**src/rtl/mc_main_ctrl_pkg.sv**
```systemverilog
// rtl/mc_main_ctrl_pkg.sv - shared opcode, state and select encodings for the main control FSM
package mc_main_ctrl_pkg;

  localparam logic [5:0] OP_RTYPE = 6'b000000;
  localparam logic [5:0] OP_LW    = 6'b100011;
  localparam logic [5:0] OP_SW    = 6'b101011;
  localparam logic [5:0] OP_BEQ   = 6'b000100;
  localparam logic [5:0] OP_J     = 6'b000010;
  localparam logic [5:0] OP_ADDI  = 6'b001000;

  typedef enum logic [3:0] {
    S_IF   = 4'd0,
    S_ID   = 4'd1,
    S_MADR = 4'd2,
    S_MRD  = 4'd3,
    S_MWB  = 4'd4,
    S_MWR  = 4'd5,
    S_REXE = 4'd6,
    S_RWB  = 4'd7,
    S_BEQ  = 4'd8,
    S_JMP  = 4'd9,
    S_IEXE = 4'd10,
    S_IWB  = 4'd11,
    S_ILL  = 4'd15
  } state_t;

  // ALUOp codes are shared with the downstream ALU control decoder
  localparam logic [1:0] ALUOP_ADD   = 2'b00;
  localparam logic [1:0] ALUOP_SUB   = 2'b01;
  localparam logic [1:0] ALUOP_RTYPE = 2'b10;

  localparam logic [1:0] ALUSRCB_B       = 2'b00;
  localparam logic [1:0] ALUSRCB_FOUR    = 2'b01;
  localparam logic [1:0] ALUSRCB_IMM     = 2'b10;
  localparam logic [1:0] ALUSRCB_IMM_SH2 = 2'b11;

  localparam logic [1:0] PCSRC_ALU    = 2'b00;
  localparam logic [1:0] PCSRC_ALUOUT = 2'b01;
  localparam logic [1:0] PCSRC_JUMP   = 2'b10;

  typedef struct packed {
    logic       pc_write;
    logic       pc_write_cond;
    logic       iord;
    logic       mem_read;
    logic       mem_write;
    logic       ir_write;
    logic       mem_to_reg;
    logic       reg_dst;
    logic       reg_write;
    logic       alu_src_a;
    logic [1:0] alu_src_b;
    logic [1:0] alu_op;
    logic [1:0] pc_source;
    logic       illegal_op;
  } ctrl_t;

endpackage

```
**src/rtl/mc_main_ctrl.sv**
```systemverilog
// rtl/mc_main_ctrl.sv - multi-cycle MIPS main control FSM with retired-instruction counter
module mc_main_ctrl #(
  parameter int CNT_W = 32
) (
  input  logic             clk,
  input  logic             rst_n,
  input  logic [5:0]       Op,
  input  logic             MemReady,
  output logic             PCWrite,
  output logic             PCWriteCond,
  output logic             IorD,
  output logic             MemRead,
  output logic             MemWrite,
  output logic             IRWrite,
  output logic             MemtoReg,
  output logic             RegDst,
  output logic             RegWrite,
  output logic             ALUSrcA,
  output logic [1:0]       ALUSrcB,
  output logic [1:0]       ALUOp,
  output logic [1:0]       PCSource,
  output logic             IllegalOp,
  output logic [3:0]       State,
  output logic [CNT_W-1:0] InstrCnt
);
  import mc_main_ctrl_pkg::*;

  state_t state_q, state_d;
  ctrl_t  ctrl_raw, ctrl;
  logic   retire;

  always_ff @(posedge clk or negedge rst_n) begin
    if (!rst_n) begin
      state_q  <= S_IF;
      InstrCnt <= '0;
    end else begin
      state_q <= state_d;
      if (retire) InstrCnt <= InstrCnt + CNT_W'(1);
    end
  end

  always_comb begin
    state_d  = state_q;
    ctrl_raw = '0;
    retire   = 1'b0;
    case (state_q)
      S_IF: begin
        ctrl_raw.mem_read  = 1'b1;
        ctrl_raw.alu_src_b = ALUSRCB_FOUR;
        ctrl_raw.alu_op    = ALUOP_ADD;
        ctrl_raw.pc_source = PCSRC_ALU;
        // Latch IR and advance PC only on the cycle the fetch actually completes
        ctrl_raw.ir_write  = MemReady;
        ctrl_raw.pc_write  = MemReady;
        if (MemReady) state_d = S_ID;
      end
      S_ID: begin
        ctrl_raw.alu_src_b = ALUSRCB_IMM_SH2;
        ctrl_raw.alu_op    = ALUOP_ADD;
        case (Op)
          OP_LW, OP_SW: state_d = S_MADR;
          OP_RTYPE:     state_d = S_REXE;
          OP_BEQ:       state_d = S_BEQ;
          OP_J:         state_d = S_JMP;
          OP_ADDI:      state_d = S_IEXE;
          default:      state_d = S_ILL;
        endcase
      end
      S_MADR: begin
        ctrl_raw.alu_src_a = 1'b1;
        ctrl_raw.alu_src_b = ALUSRCB_IMM;
        ctrl_raw.alu_op    = ALUOP_ADD;
        state_d = (Op == OP_LW) ? S_MRD : S_MWR;
      end
      S_MRD: begin
        ctrl_raw.mem_read = 1'b1;
        ctrl_raw.iord     = 1'b1;
        if (MemReady) state_d = S_MWB;
      end
      S_MWB: begin
        ctrl_raw.reg_write  = 1'b1;
        ctrl_raw.mem_to_reg = 1'b1;
        state_d = S_IF;
        retire  = 1'b1;
      end
      S_MWR: begin
        ctrl_raw.mem_write = 1'b1;
        ctrl_raw.iord      = 1'b1;
        if (MemReady) begin
          state_d = S_IF;
          retire  = 1'b1;
        end
      end
      S_REXE: begin
        ctrl_raw.alu_src_a = 1'b1;
        ctrl_raw.alu_src_b = ALUSRCB_B;
        ctrl_raw.alu_op    = ALUOP_RTYPE;
        state_d = S_RWB;
      end
      S_RWB: begin
        ctrl_raw.reg_write = 1'b1;
        ctrl_raw.reg_dst   = 1'b1;
        state_d = S_IF;
        retire  = 1'b1;
      end
      S_BEQ: begin
        ctrl_raw.alu_src_a     = 1'b1;
        ctrl_raw.alu_src_b     = ALUSRCB_B;
        ctrl_raw.alu_op        = ALUOP_SUB;
        ctrl_raw.pc_write_cond = 1'b1;
        ctrl_raw.pc_source     = PCSRC_ALUOUT;
        state_d = S_IF;
        retire  = 1'b1;
      end
      S_JMP: begin
        ctrl_raw.pc_write  = 1'b1;
        ctrl_raw.pc_source = PCSRC_JUMP;
        state_d = S_IF;
        retire  = 1'b1;
      end
      S_IEXE: begin
        ctrl_raw.alu_src_a = 1'b1;
        ctrl_raw.alu_src_b = ALUSRCB_IMM;
        ctrl_raw.alu_op    = ALUOP_ADD;
        state_d = S_IWB;
      end
      S_IWB: begin
        ctrl_raw.reg_write = 1'b1;
        state_d = S_IF;
        retire  = 1'b1;
      end
      S_ILL: begin
        ctrl_raw.illegal_op = 1'b1;
        state_d = S_ILL;
      end
      default: state_d = S_IF;
    endcase
  end

  // Hold every control line low while in reset so nothing fires before the first fetch
  assign ctrl = rst_n ? ctrl_raw : '0;

  assign PCWrite     = ctrl.pc_write;
  assign PCWriteCond = ctrl.pc_write_cond;
  assign IorD        = ctrl.iord;
  assign MemRead     = ctrl.mem_read;
  assign MemWrite    = ctrl.mem_write;
  assign IRWrite     = ctrl.ir_write;
  assign MemtoReg    = ctrl.mem_to_reg;
  assign RegDst      = ctrl.reg_dst;
  assign RegWrite    = ctrl.reg_write;
  assign ALUSrcA     = ctrl.alu_src_a;
  assign ALUSrcB     = ctrl.alu_src_b;
  assign ALUOp       = ctrl.alu_op;
  assign PCSource    = ctrl.pc_source;
  assign IllegalOp   = ctrl.illegal_op;
  assign State       = state_q;

endmodule

```
**config.mk**
```make
export PLATFORM = sky130hd
export DESIGN_NAME = mc_main_ctrl
export DESIGN_NICKNAME = d
export VERILOG_FILES = /design/src/rtl/mc_main_ctrl_pkg.sv /design/src/rtl/mc_main_ctrl.sv
export SDC_FILE = /design/constraint.sdc
export NUM_CORES = 1
export LEC_CHECK = 0
export CAP_MARGIN = 20
export CELL_PAD_IN_SITES_DETAIL_PLACEMENT = 1
export CELL_PAD_IN_SITES_GLOBAL_PLACEMENT = 1
export CORE_MARGIN = 4
export CORE_UTILIZATION = 38
export CTS_CLUSTER_SIZE = 14
export DETAILED_ROUTE_END_ITERATION = 8
export PLACE_DENSITY_LB_ADDON = 0.08
export REMOVE_ABC_BUFFERS = 1
export SLEW_MARGIN = 20
export SYNTH_ARGS = -nofsm -noshare
export SYNTH_HDL_FRONTEND = slang
export SYNTH_SLANG_ARGS = --single-unit
```
**constraint.sdc**
```tcl
create_clock -name clk -period 3.8 [get_ports clk]
set_clock_uncertainty 0.05 [all_clocks]
set_input_delay 1.14 -clock clk [delete_from_list [all_inputs] [get_ports clk]]
set_output_delay 1.14 -clock clk [all_outputs]
set_load 0.03 [all_outputs]
```
======== After elaboration in Yosys (flattened, before gate mapping) ========
Index checks and enable logic that the tools add are counted.
word-level totals
  register bits after elaboration ......... 36
  logic and storage cells ................. 55
  output and inout bits ................... 53
  input bits .............................. 9
operators by class
  $add $sub $neg .......................... 1
  equality and inequality tests ........... 20
  reduce and logical (&&, ||, !) cells .... 10
  multiplexer cells ....................... 22
operator list
  cell                                                             number
  4-bit one-hot mux with 5 select lines                            2
  32-bit by 1-bit adder with 32-bit output, second input constant  1
  4-bit one-hot mux with 8 select lines                            1
  4-bit == test, second input constant                             5
  17-bit 2-to-1 mux                                                1
  4-bit by 3-bit == test with 1-bit output, second input constant  4
  6-bit == test, second input constant                             2
  4-bit 2-to-1 mux                                                 3
  1-bit 2-to-1 mux                                                 11
  4-bit by 2-bit == test with 1-bit output, second input constant  2
  2-bit OR reduction                                               4
  6-bit by 2-bit == test with 1-bit output, second input constant  1
  6-bit by 3-bit == test with 1-bit output, second input constant  1
  6-bit by 4-bit == test with 1-bit output, second input constant  1
  6-bit logical NOT                                                1
  2-bit inequality test, second input constant                     3
  5-bit OR reduction                                               1
  4-bit by 1-bit == test with 1-bit output, second input constant  1
  4-bit logical NOT                                                1
  1-bit one-hot mux with 2 select lines                            2
  2-bit one-hot mux with 2 select lines                            1
  4-bit OR reduction                                               1
  3-bit 2-to-1 mux                                                 1
  3-bit AND reduction                                              1
  3-bit OR reduction                                               1

======== Depth between registers and ports, before layout ========
  word-level depth ........................ 4
  gate-level depth with buffers ........... 7
  depth with buffers taken out ............ 6

======== Worst setup path after synthesis ========
No wires, ideal clock.
  kind .................................... input port to output port
  start point ............................. in rst_n
  end point ............................... out PCSource[0]
  cell stages on the path ................. 3
  arrival time ............................ 2.208 ns
  data required time ...................... 2.610 ns
  buffers on the path ..................... 1
  path slack .............................. 0.402 ns
  cell sequence ........................... nand2_1 -> nor3_1 -> buf_4
on the way
  longest elaborated chain between the ends .. 1
RTL lines
  what               RTL line             text
  start, declared    mc_main_ctrl.sv:6    input logic rst_n,
  17-bit 2-to-1 mux  mc_main_ctrl.sv:141  assign ctrl = rst_n ? ctrl_raw : '0;
  end, declared      mc_main_ctrl.sv:21   output logic [1:0] PCSource,
No other way between the ends.

======== Worst setup path in the final report ========
  start point ............................. in MemReady
  end point ............................... out PCWrite
on the way
  longest elaborated chain between the ends .. 2
RTL lines
  what                                   RTL line             text
  start, declared                        mc_main_ctrl.sv:8    input logic MemReady,
  1-bit one-hot mux with 2 select lines  mc_main_ctrl.sv:46   case (state_q)
  17-bit 2-to-1 mux                      mc_main_ctrl.sv:141
  end, declared                          mc_main_ctrl.sv:9    output logic PCWrite,
No other way between the ends.

==> results.yml <==
synthesis:
  ys_ff_latch: 36
  ys_seq_area_frac: 0.431
  synth_cell_types: 40
  ys_top_cells_by_area: "dfrtp_1 (43%), xnor2_1 (7.5%), xor2_1 (6.7%), nand2_1 (5.2%), nor2_1 (4.7%)"
  yosysMostFrequentCell: "dfrtp_1"
  async_reset_ff_frac: 1.00
  synth_area_um2: 2090
  ys.flop_type: "dfrtp_1"
  yosysWarningCount: 0
  synth-edff-count: 0
  synth_top_area_frac: 0.431
  netlist_instances: 231
  synth_top_area_cell: "dfrtp_1"
  netlist_top_cells_count: "dfrtp_1 (36), nand2_1 (29), nor2_1 (26)"
  syn_area_per_cell_um2: 9.05
drt:
  via_per_inst: 5.29
  ant_nets: 0
  wire_per_inst_um: 15.7
  drcViolationCount: 0
  drt_pass1_iterations: 4
  wl_mm: 5.75
  vias: 1935
  drt_iter0_drc: 62
setup_path:
  crit_path_start_kind: "primary input"
  path_class: "in2out"
  crit_required_ps: 2610
  worst_r2r_path_depth: 5
  worstSetupEndpointType: "output port"
  critPathSlowestCell: "clkdlybuf4s50_1"
  cp_max_fo: 3
  cp_cell_sequence: "clkdlybuf4s50_1 > nand2_1 > nor2_1 > or2_2 > buf_4"
  critPathMaxStageDelay_ps: 470
  crit_arrival_ps: 2230
worst_hold_path:
  whs_path_depth: 1
  hold_path.class: "reg2reg"
global_routing:
  grt_pass1_wl_mm: 9.69
  grt_pass1_vias: 2004
  grt_overflow: 0
  antenna_found_initial: 0
  track_usage: 0.184
  grt_max_degree: 23
final_layout:
  syn2layout_area_growth_pct: 36.0
  layout.nets: 305
  stdcell_count: 366
  layout-drive-gt1-share: 0.132
  multi_input_area_um2: 1120
  diodes: 0
  fillers: 619
  seq_area_um2: 901
timing:
  drv_slew: 0
  fin_crit_ps: 3420
  fin_hold_ws_ps: 431
  fmax_mhz: 292
  post-route-period-util: 0.900
  rsz0062_at_grt: "false"
  setup_viol: 0
  hold_violations: 0
  worstMarginPinSlew_ps: 642
  relSlewSlack: 0.572
  final.setup.tns_ps: 0
  fin_ws_ps: 380
cts:
  clockBufferDepth: 2
  clock_latency_ps: 290
  cts-hold-fix-buffers: 0
  cts_tree: "done"
  cts_resized: 0
  numCtsBuffers: 5
  root_buffer: "clkbuf_8"
  clk_pin_slew_ps: 80
  cts.sinks: 36
  post-cts-setup-buffer-count: 0
  htree_num_levels: 2
floorplan:
  ios: 62
  start_util: 0.402
  fp.dieW_um: 82.2
  dieArea_um2: 6750
  fp-row-count: 26
  die_h_um: 82.2
  core_area_um2: 5200
placement:
  place.gp.congestion: 0.796
  dp_hpwl_mm: 4.35
  io_buffers: 61
  pre_cts_ws_ps: 257
  dp.cells: 358
flow_run:
  maxCapViolCount: 0
power_and_ir_drop:
  irDropWorstVdd_mv: 0.430
  fin_total_pwr_mw: 1.71
  p_leak_nw: 1.16
  pwr_density_cell_nw_per_um2: 602
status:
  outcome: "completed"
-- state kept, by name, summed over array words and instances (netlist names) --
register and count:
State 4, InstrCnt 32
-- critical path: cells and delay by family --
kind / cells / cell delay [ps]
and+or+nand+nor: 3 / 450
buffers and inverters: 2 / 640
-- path summary, 6_finish.rpt --
check,from,end,slack (ps)
setup / recovery,MemReady,PCWrite,380
hold / removal,InstrCnt[31],InstrCnt[31],430
setup reg to reg,State[1],InstrCnt[28],1090
hold reg to reg,InstrCnt[31],InstrCnt[31],430
max in group asynchronous,rst_n,InstrCnt[19],2540
min in group asynchronous,rst_n,State[3],640
-- power by group --
part	switching (mW)	leakage (nW)	internal, mW	total (mW)
sequential	0.148	0.441	0.440	0.588
combinational	0.464	0.664	0.319	0.783
clock	0.146	0.0541	0.194	0.340
-- cell type report --
type                            instances  area share
Tap cell                               70      0.0308
Clock inverter                          3      0.0150
Sequential cell                        36       0.317
Inverter                                7     0.00924
Timing Repair Buffer                   65       0.209
Multi-Input combinational cell        180       0.395
Clock buffer                            5      0.0242
-- metrics by stage --
step	utilization	cell area (µm²)
detailed placement	0.525	2730
CTS	0.546	2840
global placement	0.525	2730
global route	0.546	2840
finish	0.546	2840
floorplan	-	2050
-- logic make-up after synthesis --
kind of cell / Yosys count / synth area share
fa+ha+maj: 1 / 0.00598
compound gates: 22 / 0.0892
buf+inv: 15 / 0.0317
flops: 36 / 0.431
xor+xnor: 34 / 0.142
simple gates: 123 / 0.300
-- routing by layer --
metal | vias up | share of wire | GRT usage
li1 | 934 | - | -
met1 | 942 | 0.48 | 0.249
met2 | 53 | 0.46 | 0.306
met3 | 6 | 0.053 | 0.0401
met4 | 0 | 0.0080 | 0.0349
met5 | - | 0 | 0
-- cell usage in the layout, fill, tap and decap left out, types with 2 or more instances in the layout --
cell	n
clkdlybuf4s50_1	43
dfrtp_1	36
nand2_1	29
nor2_1	26
buf_4	21
xnor2_1	18
xor2_1	16
nand3_1	15
nor3_1	13
nand4_1	8
inv_1	7
or3_1	5
clkbuf_8	5
and3_1	4
nor3_2	4
nor2b_1	3
and2_1	3
a21oi_1	3
and4_1	3
nor4_1	3
o21ai_0	3
a31o_2	2
nor4b_1	2
or4_1	2
a211o_1	2
a2111oi_0	2
Power figures use the tool's default switching activity.
